[config.mk]
export PLATFORM = sky130hd
export DESIGN_NAME = cpu_sequencer
export DESIGN_NICKNAME = d
export VERILOG_FILES = /design/src/rtl/cpu_sequencer_pkg.sv /design/src/rtl/cpu_sequencer.sv
export SDC_FILE = /design/constraint.sdc
export NUM_CORES = 1
export LEC_CHECK = 0
export ABC_AREA = 1
export BUFFER_PORTS_ARGS = -buffer_cell sky130_fd_sc_hd__buf_2
export CAP_MARGIN = 20
export CORE_MARGIN = 2
export CORE_UTILIZATION = 42
export CTS_CLUSTER_SIZE = 40
export DETAILED_ROUTE_END_ITERATION = 6
export PLACE_DENSITY_LB_ADDON = 0.15
export SYNTH_ARGS = -nofsm -noshare
export SYNTH_HDL_FRONTEND = slang
export SYNTH_SLANG_ARGS = --single-unit
[constraint.sdc]
create_clock -name i_CLK -period 1.69 [get_ports i_CLK]
set_clock_uncertainty 0.2 [all_clocks]
set_input_delay 0.0845 -clock i_CLK [delete_from_list [all_inputs] [get_ports i_CLK]]
set_output_delay 0.0845 -clock i_CLK [all_outputs]
set_load 0.03 [all_outputs]
[src/rtl/cpu_sequencer_pkg.sv]
// cpu_sequencer_pkg
// Shared constants for the CPU control sequencer: FSM state encodings
// (visible on the debug LEDs, so the numeric values are fixed) and the
// default program-counter width.
package cpu_sequencer_pkg;

  localparam int PC_W_DEFAULT = 8;

  localparam logic [2:0] ST_FETCH     = 3'd0;
  localparam logic [2:0] ST_LATCH     = 3'd1;
  localparam logic [2:0] ST_DECODE    = 3'd2;
  localparam logic [2:0] ST_EXEC      = 3'd3;
  localparam logic [2:0] ST_WB        = 3'd4;
  localparam logic [2:0] ST_WAIT_OP   = 3'd5;
  localparam logic [2:0] ST_WAIT_STEP = 3'd6;
  localparam logic [2:0] ST_HALT      = 3'd7;

endpackage

[src/rtl/cpu_sequencer.sv]
// cpu_sequencer
// Multi-cycle control sequencer for the 16-bit CPU. Owns the PC, fetches from
// the synchronous instruction ROM, holds the instruction for the decoder,
// latches ALU flags, gates register-file writes and pauses on ShowR/LoadDip
// instructions or in single-step mode until the operator button is pressed.
//
// Ports:
//   i_CLK, i_RST_N        clock, asynchronous active-low reset
//   o_IMEM_ADDR           ROM address (= PC); i_IMEM_DATA valid one cycle later
//   o_INSTR               latched instruction for the decoder
//   i_SEL_JMP, i_IMM8     decoder jump decision and target
//   i_WriteBack(2)        decoder write-back requests
//   i_ShowR, i_DIP_REQ    operator-wait requests from the decoder
//   i_FLAG_UPD, i_ALU_*   flag update enable and combinational ALU flags
//   i_RUN, i_BTN_STEP     free-run/single-step select and step button pulse
//   o_Z/o_S/o_C/o_OF      latched flags
//   o_RF_WE, o_RF_WE2     one-cycle register-file write strobes (WB cycle)
//   o_SHOW, o_HALT        display hold, sticky halt
//   o_STATE               current FSM state for debug LEDs
module cpu_sequencer
  import cpu_sequencer_pkg::*;
#(
  parameter int PC_W = PC_W_DEFAULT
) (
  input  logic            i_CLK,
  input  logic            i_RST_N,
  output logic [PC_W-1:0] o_IMEM_ADDR,
  input  logic [15:0]     i_IMEM_DATA,
  output logic [15:0]     o_INSTR,
  input  logic            i_SEL_JMP,
  input  logic [7:0]      i_IMM8,
  input  logic            i_WriteBack,
  input  logic            i_WriteBack2,
  input  logic            i_ShowR,
  input  logic            i_DIP_REQ,
  input  logic            i_FLAG_UPD,
  input  logic            i_ALU_Z,
  input  logic            i_ALU_S,
  input  logic            i_ALU_C,
  input  logic            i_ALU_OF,
  input  logic            i_RUN,
  input  logic            i_BTN_STEP,
  output logic            o_Z,
  output logic            o_S,
  output logic            o_C,
  output logic            o_OF,
  output logic            o_RF_WE,
  output logic            o_RF_WE2,
  output logic            o_SHOW,
  output logic            o_HALT,
  output logic [2:0]      o_STATE
);

  logic [2:0]      state_q, state_d;
  logic [PC_W-1:0] pc_q, pc_d;
  logic [15:0]     instr_q, instr_d;
  // Flag register packed as {Z, S, C, OF}.
  logic [3:0]      flags_q, flags_d;
  logic            rf_we_q, rf_we_d;
  logic            rf_we2_q, rf_we2_d;

  // Next-state, PC, instruction, flag and write-strobe logic.
  always_comb begin
    state_d  = state_q;
    pc_d     = pc_q;
    instr_d  = instr_q;
    flags_d  = flags_q;
    rf_we_d  = 1'b0;
    rf_we2_d = 1'b0;
    case (state_q)
      ST_FETCH: begin
        state_d = ST_LATCH;
      end
      ST_LATCH: begin
        instr_d = i_IMEM_DATA;
        state_d = ST_DECODE;
      end
      ST_DECODE: begin
        // ShowR and LoadDip together collapse into one operator wait.
        if (i_ShowR || i_DIP_REQ) begin
          state_d = ST_WAIT_OP;
        end else begin
          state_d = ST_EXEC;
        end
      end
      ST_WAIT_OP: begin
        if (i_BTN_STEP) begin
          state_d = ST_EXEC;
        end else begin
          state_d = ST_WAIT_OP;
        end
      end
      ST_EXEC: begin
        if (i_FLAG_UPD) begin
          flags_d = {i_ALU_Z, i_ALU_S, i_ALU_C, i_ALU_OF};
        end else begin
          flags_d = flags_q;
        end
        // Strobes are registered here so they are high exactly during WB;
        // o_INSTR is stable through WB so the request is the same one.
        rf_we_d  = i_WriteBack;
        rf_we2_d = i_WriteBack2;
        state_d  = ST_WB;
      end
      ST_WB: begin
        if (i_SEL_JMP) begin
          pc_d    = PC_W'(i_IMM8);
          state_d = i_RUN ? ST_FETCH : ST_WAIT_STEP;
        end else if (pc_q == {PC_W{1'b1}}) begin
          // Running off the end of ROM halts instead of wrapping to 0.
          pc_d    = pc_q;
          state_d = ST_HALT;
        end else begin
          pc_d    = pc_q + {{(PC_W-1){1'b0}}, 1'b1};
          state_d = i_RUN ? ST_FETCH : ST_WAIT_STEP;
        end
      end
      ST_WAIT_STEP: begin
        if (i_BTN_STEP) begin
          state_d = ST_FETCH;
        end else begin
          state_d = ST_WAIT_STEP;
        end
      end
      ST_HALT: begin
        state_d = ST_HALT;
      end
      default: begin
        state_d = ST_FETCH;
      end
    endcase
  end

  // State registers with asynchronous active-low reset.
  always_ff @(posedge i_CLK or negedge i_RST_N) begin
    if (!i_RST_N) begin
      state_q  <= ST_FETCH;
      pc_q     <= {PC_W{1'b0}};
      instr_q  <= 16'h0000;
      flags_q  <= 4'b0000;
      rf_we_q  <= 1'b0;
      rf_we2_q <= 1'b0;
    end else begin
      state_q  <= state_d;
      pc_q     <= pc_d;
      instr_q  <= instr_d;
      flags_q  <= flags_d;
      rf_we_q  <= rf_we_d;
      rf_we2_q <= rf_we2_d;
    end
  end

  assign o_IMEM_ADDR = pc_q;
  assign o_INSTR     = instr_q;
  assign o_Z         = flags_q[3];
  assign o_S         = flags_q[2];
  assign o_C         = flags_q[1];
  assign o_OF        = flags_q[0];
  assign o_RF_WE     = rf_we_q;
  assign o_RF_WE2    = rf_we2_q;
  assign o_SHOW      = (state_q == ST_WAIT_OP) && i_ShowR;
  assign o_HALT      = (state_q == ST_HALT);
  assign o_STATE     = state_q;

endmodule

==> results.cfg, run 1 <==
[finish]
drive_above_1_share_pct = 28.70
num-nets-final = 369
final_cell_area_um2 = 2485
syn_to_final_growth_pct = 55.16
insertedDiodeCount = 0

[clock_network]
cts_buffers = 5
cts_tree = yes
cts.path.max_buffers = 2
clock_sinks = 33
postCtsSetupRepairBufs = 0
cts_root_buffer = clkbuf_8
worstSkewPairLatency_ns = 0.27
ctsHtreeMaxLevel = 2
clk_pin_slew_worst_paths_ns = 0.07

[timing]
setup_viol = 0
tightest_slew_ns = 0.4068
slew-limit-headroom_pct = 72.88
drv_slew = 0
totalNegativeSetupSlack_ns = 0
final-hold-violation-count = 0
grt_setup_unrepaired = no
fin_crit_sh_pct = 95.64
fin_crit_ns = 1.616
max_freq_ghz = 0.6187

[power]
powerDensity_nw_per_um2 = 1742
vdd_ir_drop_max_uv = 1092
p_total_uw = 4328
cellLeakagePower_uw = 0.001395

[yosys]
avgSynthCellArea_um2 = 7.519
ys_seq_area_share_pct = 51.56
yosys-top-cells-area = dfrtp_1, nand2_1, nand3_1, nor2_1, inv_1
netlist.area_leader.share_pct = 51.56
synth_fp_nets = 252
synth_top_family_by_area = simple AND/OR/NAND/NOR gates
yosysTopAreaCell = dfrtp_1
syn_inst = 213
synthXorXnorAreaFrac_pct = 0.5469
yosysWarningCount = 0
syn_area_um2 = 1602
synth_mux_area_share_pct = 0
synth_compound_gate_area_share_pct = 3.438
ys_types = 22
ys_seq_elements = 33
synth_simple_gate_area_share_pct = 36.80
synth-adder-area-share_pct = 0.7813

[drt]
dr.pass1.iters = 5
wl_per_cell_um = 11.47
ant_nets = 0
dr.first_iter.drc_count = 77
vias_per_cell = 4.649
vias = 1762
drc = 0
routed_wl_um = 4347

[min_path]
min_path_cells = 5
holdPathEnd = o_IMEM_ADDR[1]$_DFFE_PN0P_
hp-start = i_SEL_JMP
hold_path.class = input pin to flip-flop

[die]
initial_core_util_pct = 43.75
die_area_um2 = 4323
io-pin-count = 73
core.rowCount = 22
die_h_um = 65.75
die_w_um = 65.75
coreArea_um2 = 3661

[place]
io_buffers = 72
gp_congestion = 0.8184
dp_hpwl_um = 2858
place_area_um2 = 2039

[flow_run]
cap_violations = 0

[global_routing]
antenna_found_initial = 0
grt_use_total_pct = 21.76
grt_start_max_net_pins = 34
grt_pass1_wl_um = 7155
grt_pass1_vias = 1704
grt-ovfl-total = 0

[setup_path]
r2r_start = o_IMEM_ADDR[0]$_DFFE_PN0P_
path_class = flip-flop to output pin
reg2reg_to = o_IMEM_ADDR[5]$_DFFE_PN0P_
cp_max_fo = 7
r2r_cells = 8
r2r_setup_slack_ns = 0.09
start_kind = flip-flop
endpoint_kind = output pin
critPathArrivalTime_ns = 1.33
required_ns = 1.41

[run_status]
outcome = finished, final reports clean
==> metal layers <==
metal  track usage (%)  up-vias  wire length [um]
li1                  -      885                 -
met1             23.92      813              1821
met2             40.91       56              2236
met3             4.795        8               224
met4             7.031        0                64
met5                 0        -                 0
==> repair_timing <==
| item | in CTS | in global routing |
|---|---|---|
| setup endpoints to repair | 0 | 6 |
| resized for setup | 0 | 2 |
| hold endpoints to repair | 65 | 0 |
| hold buffers | 36 | 0 |
==> area by class of cell <==
type | count | area (um^2)
fillers | 319 | 1176
flip-flops and latches | 33 | 828.3
repair buffers | 115 | 773.2
multi-input cells | 157 | 673.1
clock buffers | 6 | 72.57
inverters | 18 | 67.56
well taps | 48 | 60.06
clock inverters | 2 | 10.01
==> cell families after synthesis <==
logic type	after synthesis
compound gates	10
xor+xnor	1
fa+ha+maj	1
buf+inv	23
flops	33
simple gates	145
==> metrics by stage <==
stage               setup slack [ns]  utilization [%]  cells  hold WS, ns
finish                       0.07366            67.87    379      0.01658
detailed placement           0.02254            55.71    335     -0.06393
global placement              0.1026            55.71    335     -0.06244
global route                0.008995            67.87    379      0.07855
floorplan                    0.05497                -    213      -0.4111
CTS                          0.01069            67.81    379      0.01338
==> critical path, cell delays in order, from the launching register on <==
cell and delay, ns:
dfrtp_1 0.48, inv_1 0.17, nor3_2 0.19, buf_2 0.22
==> power breakdown <==
part	leakage, uW	internal [uW]	total [uW]	switching [uW]
clock	0.0000450	285	551	267
combinational	0.000941	738	2330	1600
sequential	0.000410	1160	1440	280
total	0.00140	2190	4330	2140
==> Yosys cell counts <==
| library cell | count |
|---|---|
| nand2_1 | 104 |
| dfrtp_1 | 33 |
| nor2_1 | 17 |
| inv_1 | 16 |
| nand3_1 | 16 |
| o21ai_0 | 6 |
| nand4_1 | 3 |
| buf_4 | 2 |
| buf_6 | 2 |
| o21bai_1 | 2 |
| a21oi_1 | 1 |
| buf_2 | 1 |
| clkinv_1 | 1 |
| ha_1 | 1 |
| inv_2 | 1 |
| nand2_2 | 1 |
| nand3b_1 | 1 |
| nor2_2 | 1 |
| nor2_4 | 1 |
| nor3_1 | 1 |
| o21ai_1 | 1 |
| xnor2_1 | 1 |
==> cell usage in the layout (no fill, tap or decap), drive strengths merged <==
cell / n
a21oi: 1
buf: 79
clkbuf: 6
clkinv: 3
dfrtp: 33
dlygate4sd3: 36
ha: 1
inv: 17
nand2: 105
nand3: 16
nand3b: 1
nand4: 3
nor2: 19
nor3: 1
o21ai: 7
o21bai: 2
xnor2: 1
==> flip-flops by register name (all words and copies together) (netlist names) <==
name,flops
o_INSTR,16
o_RF_WE2,1
flags_q,4
o_IMEM_ADDR,8
o_RF_WE,1
o_STATE,3
==> how the worst max path moves through the flow <==
stage | startpoint | end | slack [ns] | cells past startpoint
3_5_place_dp | o_IMEM_ADDR[1]$_DFFE_PN0P_ | o_IMEM_ADDR[3]$_DFFE_PN0P_ | 0.02 | 8
3_3_place_gp | o_IMEM_ADDR[1]$_DFFE_PN0P_ | o_IMEM_ADDR[3]$_DFFE_PN0P_ | 0.10 | 8
2_1_floorplan | o_IMEM_ADDR[1]$_DFFE_PN0P_ | o_IMEM_ADDR[6]$_DFFE_PN0P_ | 0.05 | 9
6_report | o_STATE[2]$_DFF_PN0_ | o_SHOW | 0.07 | 3
5_1_grt | o_STATE[2]$_DFF_PN0_ | o_SHOW | 0.009 | 3
4_1_cts | o_IMEM_ADDR[1]$_DFFE_PN0P_ | o_IMEM_ADDR[3]$_DFFE_PN0P_ | 0.01 | 8
Power figures use the tool's default switching activity.
==> run 2: changes to the inputs <==
==> constraint.sdc (replaced) <==
create_clock -name i_CLK -period 1.4 [get_ports i_CLK]
set_clock_uncertainty 0.2 [all_clocks]
set_input_delay 0.07 -clock i_CLK [delete_from_list [all_inputs] [get_ports i_CLK]]
set_output_delay 0.07 -clock i_CLK [all_outputs]
set_load 0.03 [all_outputs]
==> run 2 against run 1 <==
- flip-flop and latch count stayed put
- the run now ends with negative setup slack left
- sequential share of layout area shrank 5.4 points
- combinational power increased by 73%
- first-iteration DRC count up 6.5%
- die area unchanged
- utilization up 14 points
==> results.cfg, run 2 (same netlist as run 1, synthesis figures left out) <==
[power]
vdd_ir_drop_max_uv = 1481
swShare_pct = 47.80
p_sw_uw = 3076
pwr-share-comb_pct = 62.7
pwr-share-clk_pct = 10.9
powerDensity_nw_per_um2 = 2157
p_int_uw = 3360
seqPwrFrac_pct = 26.4
cellLeakagePower_uw = 0.001596

[finish]
fin_util_pct = 81.48
largest_reg_flops = 16
layout_commonest_cell = nand2_1
final_cell_mix = nand2_1, buf_2, dlygate4sd3_1
num-nets-final = 401
insertedDiodeCount = 0
syn_to_final_growth_pct = 86.25
fill_cells = 240
drive_above_1_share_pct = 45.73

[global_routing]
grt_start_max_net_pins = 17
grt_pass1_vias = 1874
met2_usage_pct = 44.57
grt_pass1_wl_um = 8024
gr-usage-met3_pct = 6.164
grt-ovfl-total = 0
antenna_found_initial = 0
grt_use_total_pct = 24.83
grt.busiest_layer = met2
grt_util_met1_pct = 27.25

[timing]
slew-limit-headroom_pct = 81.91
fin_crit_sh_pct = 107.3
final-hold-violation-count = 0
setup_slack_ns = -0.1024
worst_hold_slack_ns = 0.1055
setup_viol = 33
max_freq_ghz = 0.6656
tightest_slew_ns = 0.2705
drv_slew = 0
fin_crit_ns = 1.502
grt_setup_unrepaired = yes

[setup_path]
required_ns = 1.38
max_stage_delay_ns = 0.40
path_buf_inv = 1
crit_chain = ha_4, nand3_4, nor2_4, nand2_2, nand2_4, buf_6, nor2_2, nand2_1, nand2_1
critPathArrivalTime_ns = 1.48
path_delay_family = simple AND/OR/NAND/NOR gates
start_kind = flip-flop
cpMaxStageDelayCell = dfrtp_2
endpoint_kind = flip-flop
cp_max_fo = 5
r2r_setup_slack_ns = -0.10
path_class = flip-flop to flip-flop
cp_common_cell = nand2_1

[drt]
dr.first_iter.drc_count = 82
routed_wl_um = 5549
drc = 0
dr.pass1.iters = 5
ant_nets = 0
wl_per_cell_um = 13.50
vias = 1970
vias_per_cell = 4.793

[clock_network]
cts.path.max_buffers = 2
worstSkewPairLatency_ns = 0.28
cts_tree = yes
clock_sinks = 33
ctsHtreeMaxLevel = 2
cts_buffers = 5
clk_pin_slew_worst_paths_ns = 0.07
cts_root_buffer = clkbuf_8

[place]
gp_congestion = 0.8245
dp_hpwl_um = 3188
io_buffers = 72

[run_status]
failed_checks = negative setup slack
outcome = finished with violations

[die]
initial_core_util_pct = 43.75
coreArea_um2 = 3661
die_area_um2 = 4323
core.rowCount = 22
die_w_um = 65.75
io-pin-count = 73
die_h_um = 65.75

[flow_run]
cap_violations = 0

[min_path]
hold_path.class = input pin to async pin
-- run 2: changes by cell type in the layout (fill, tap and decap cells not counted), moves of 5 or more --
cell / previous run / this run
buf_6: 0 / 13
buf_4: 7 / 25
nand3_1: 16 / 11
nand2_2: 2 / 20
nor2_1: 17 / 11
nand2_1: 103 / 81
-- run 2: per-layer routing --
metal	vias up	share of wire [%]
met3	14	5.9
met4	0	2.2
li1	955	-
met5	-	0
met2	79	54
met1	922	38
-- run 2: tightest hold or removal path, stage by stage --
cell and delay [ns]:
dlygate4sd3_1 0.53, buf_2 0.13, buf_4 0.21
-- run 2: layout make-up --
cell class	count	area, um^2	share of cell area, %
Clock buffer	5	68.82	2.307
Inverter	18	75.07	2.517
Timing Repair Buffer	147	1100	36.87
Multi-Input combinational cell	157	828.3	27.77
Tap cell	48	60.06	2.013
Sequential cell	33	833.3	27.94
Clock inverter	3	17.52	0.5872
-- run 2: repair_timing --
| item | in CTS | in global routing |
|---|---|---|
| hold buffers | 38 | 0 |
| cloned | 0 | 1 |
| setup endpoints to repair | 11 | 35 |
| endpoints found under the hold margin | 65 | 0 |
| setup buffers | 3 | 8 |
| gates resized for setup | 15 | 53 |
| pin swaps | 0 | 26 |
-- run 2: power by group through the flow --
stage	sequential (uW)	clock, uW	combinational (uW)
after floorplan	2620	0	1110
after global placement	1670	0	3110
after detailed placement	1690	0	3130
after CTS	1670	705	3400
after global routing	1740	778	4330
final	1700	701	4040
-- run 2: worst paths after layout --
path | from | endpoint | depth (start not counted)
max in group asynchronous | i_RST_N | o_INSTR[4]$_DFFE_PN0P_ | 3
worst min-delay path | i_RST_N | o_INSTR[2]$_DFFE_PN0P_ | 3
worst min register to register | o_INSTR[0]$_DFFE_PN0P_ | o_INSTR[0]$_DFFE_PN0P_ | 2
worst max register to register | o_IMEM_ADDR[1]$_DFFE_PN0P_ | o_IMEM_ADDR[7]$_DFFE_PN0P_ | 9
min in group i_CLK | o_INSTR[0]$_DFFE_PN0P_ | o_INSTR[0]$_DFFE_PN0P_ | 2
worst max-delay path | o_IMEM_ADDR[1]$_DFFE_PN0P_ | o_IMEM_ADDR[7]$_DFFE_PN0P_ | 9
-- run 2: through the flow --
stage	setup slack (ns)	TNS (ns)	std cells	total power [uW]	area, um^2
6_report	-0.1024	-1.566	411	6435	2983
5_1_grt	-0.1618	-3.280	411	6844	2983
4_1_cts	-0.07177	-0.4331	402	5775	2736
3_5_place_dp	-0.09807	-0.6118	353	4815	2202
3_3_place_gp	-0.03933	-0.1209	353	4774	2202
2_1_floorplan	-0.1539	-1.856	213	3730	1637
==> run 3: changes to the inputs <==
--- a/config.mk
+++ b/config.mk
@@ -13,6 +13,7 @@
 export CTS_CLUSTER_SIZE = 40
 export DETAILED_ROUTE_END_ITERATION = 6
 export PLACE_DENSITY_LB_ADDON = 0.15
+export REMOVE_ABC_BUFFERS = 1
 export SYNTH_ARGS = -nofsm -noshare
 export SYNTH_HDL_FRONTEND = slang
 export SYNTH_SLANG_ARGS = --single-unit
==> run 3 against run 2 <==
- clock power hardly changed
- clock-buffer cell count stayed put
- flip-flop and latch count stayed put
- via count hardly changed
- critical endpoint is now o_SHOW
- final area is 0.34% higher
- combinational power is 3% higher
- cell count is 0.49% lower
- global-route usage is 0.69 points lower
- critical path depth is 4 lower
- setup slack worse by 0.056 ns
- die area stayed put
- the flow finishes with violations (negative hold slack, negative setup slack)
- fmax is 3.6% lower
- highest routed layer unchanged
==> results.cfg, run 3 (same netlist as run 1, synthesis figures left out) <==
[run_status]
outcome = finished with violations
failed_checks = negative hold slack, negative setup slack

[die]
die_h_um = 65.75
core.rowCount = 22
die_area_um2 = 4323
io-pin-count = 73
coreArea_um2 = 3661
initial_core_util_pct = 43.75
die_w_um = 65.75

[clock_network]
worstSkewPairLatency_ns = 0.29
cts_tree = yes
clock_sinks = 33
ctsHtreeMaxLevel = 2
clk_pin_slew_worst_paths_ns = 0.07
cts_buffers = 5
cts.path.max_buffers = 2
cts_root_buffer = clkbuf_8

[flow_run]
cap_violations = 0

[drt]
vias = 1971
routed_wl_um = 5616
ant_nets = 0
dr.pass1.iters = 4
drc = 0
dr.first_iter.drc_count = 136
vias_per_cell = 4.819
wl_per_cell_um = 13.73

[finish]
drive_above_1_share_pct = 44.60
final_cell_mix = nand2_1, buf_2, dlygate4sd3_1
largest_reg_flops = 16
fin_util_pct = 81.75
layout_commonest_cell = nand2_1
fill_cells = 232
syn_to_final_growth_pct = 86.87
insertedDiodeCount = 0
num-nets-final = 399

[setup_path]
critPathArrivalTime_ns = 1.29
cpMaxStageDelayCell = dfrtp_1
endpoint_kind = output pin
crit_chain = buf_4, buf_6, inv_8, nor3_4, buf_6
path_delay_family = buffers and inverters
cp_common_cell = buf_6
max_stage_delay_ns = 0.40
r2r_start = o_STATE[2]$_DFF_PN0_
r2r_cells = 7
r2r_setup_slack_ns = -0.14
start_kind = flip-flop
path_class = flip-flop to output pin
cp_max_fo = 6
required_ns = 1.13
reg2reg_to = o_INSTR[0]$_DFFE_PN0P_
path_buf_inv = 4

[timing]
setup_viol = 29
fin_crit_ns = 1.559
slew-limit-headroom_pct = 75.10
fin_crit_sh_pct = 111.3
final-hold-violation-count = 1
grt_setup_unrepaired = yes
worst_hold_slack_ns = -0.0008301
max_freq_ghz = 0.6416
setup_slack_ns = -0.1585
tightest_slew_ns = 0.3735
drv_slew = 0

[min_path]
holdPathEnd = o_IMEM_ADDR[0]$_DFFE_PN0P_
hold_path.class = input pin to flip-flop
hp-start = i_SEL_JMP
min_path_cells = 4

[global_routing]
grt_pass1_vias = 1789
grt-ovfl-total = 0
grt_start_max_net_pins = 21
antenna_found_initial = 0
grt_use_total_pct = 24.13
grt_pass1_wl_um = 7866

[power]
powerDensity_nw_per_um2 = 2191
vdd_ir_drop_max_uv = 1416
p_total_uw = 6558
cellLeakagePower_uw = 0.001648

[place]
io_buffers = 72
gp_congestion = 0.8322
dp_hpwl_um = 3049
## run 3: worst max path at each step
| stage | from | to | slack [ns] | cells after the start |
|---|---|---|---|---|
| floorplan | o_IMEM_ADDR[1]$_DFFE_PN0P_ | o_IMEM_ADDR[0]$_DFFE_PN0P_ | -0.49 | 8 |
| global placement | o_IMEM_ADDR[0]$_DFFE_PN0P_ | o_IMEM_ADDR[0]$_DFFE_PN0P_ | -0.08 | 8 |
| detailed placement | o_IMEM_ADDR[0]$_DFFE_PN0P_ | o_IMEM_ADDR[0]$_DFFE_PN0P_ | -0.11 | 8 |
| CTS | o_IMEM_ADDR[1]$_DFFE_PN0P_ | o_IMEM_ADDR[7]$_DFFE_PN0P_ | -0.07 | 9 |
| global route | o_IMEM_ADDR[1]$_DFFE_PN0P_ | o_IMEM_ADDR[6]$_DFFE_PN0P_ | -0.20 | 9 |
| finish | o_STATE[2]$_DFF_PN0_ | o_SHOW | -0.16 | 5 |
## run 3: what timing repair did
action	in CTS	in global routing
endpoints found under the hold margin	65	0
setup endpoints to repair	13	29
pin swaps	1	27
setup buffers	2	12
gates cloned	0	2
resized for setup	12	68
hold buffers	38	0
## run 3: tightest hold or removal path: cells and delay by family
kind | cells | cell delay, ns
AND/OR/NAND/NOR | 1 | 0.06
buffers and inverters | 1 | 0.15
AO/OA/AOI/OAI | 2 | 0.16
## run 3: where the power goes
group | internal, uW | switching (uW) | total, uW | leakage [uW]
logic | 1650 | 2540 | 4180 | 0.00119
clock network | 343 | 359 | 702 | 0.0000439
registers | 1400 | 271 | 1670 | 0.000410
## run 3: through the flow
step                      setup TNS, ns  hold WS (ns)  instance area [um^2]  cells  worst slack, ns
after global routing             -4.388       0.01441                  2993    409          -0.2001
after CTS                       -0.2839      -0.01468                  2665    396         -0.07132
after detailed placement        -0.8431       -0.1993                  2155    348          -0.1092
after floorplan                  -7.818       -0.4256                  1559    208          -0.4942
after global placement          -0.4878       -0.2019                  2155    348         -0.07527
final                            -2.760    -0.0008301                  2993    409          -0.1585
## run 3: area by class of cell
type                       count  area, um^2  share of cell area, %
sequential                    33       828.3                  27.68
tap                           48       60.06                  2.007
multi-input combinational    157       847.1                  28.30
timing repair inverter         1       6.256                 0.2090
timing repair buffer         144        1085                  36.25
clock buffer                   5       68.82                  2.299
inverter                      18       80.08                  2.676
clock inverter                 3       17.52                 0.5853
## run 3: metal layers
layer	vias up	global-route usage, %	routed length, um	part of all wire (%)
li1	950	-	-	-
met1	910	28.68	2188	39
met2	94	43.18	2969	53
met3	17	5.651	355	6.3
met4	0	6.771	102	1.8
met5	-	0	0	0
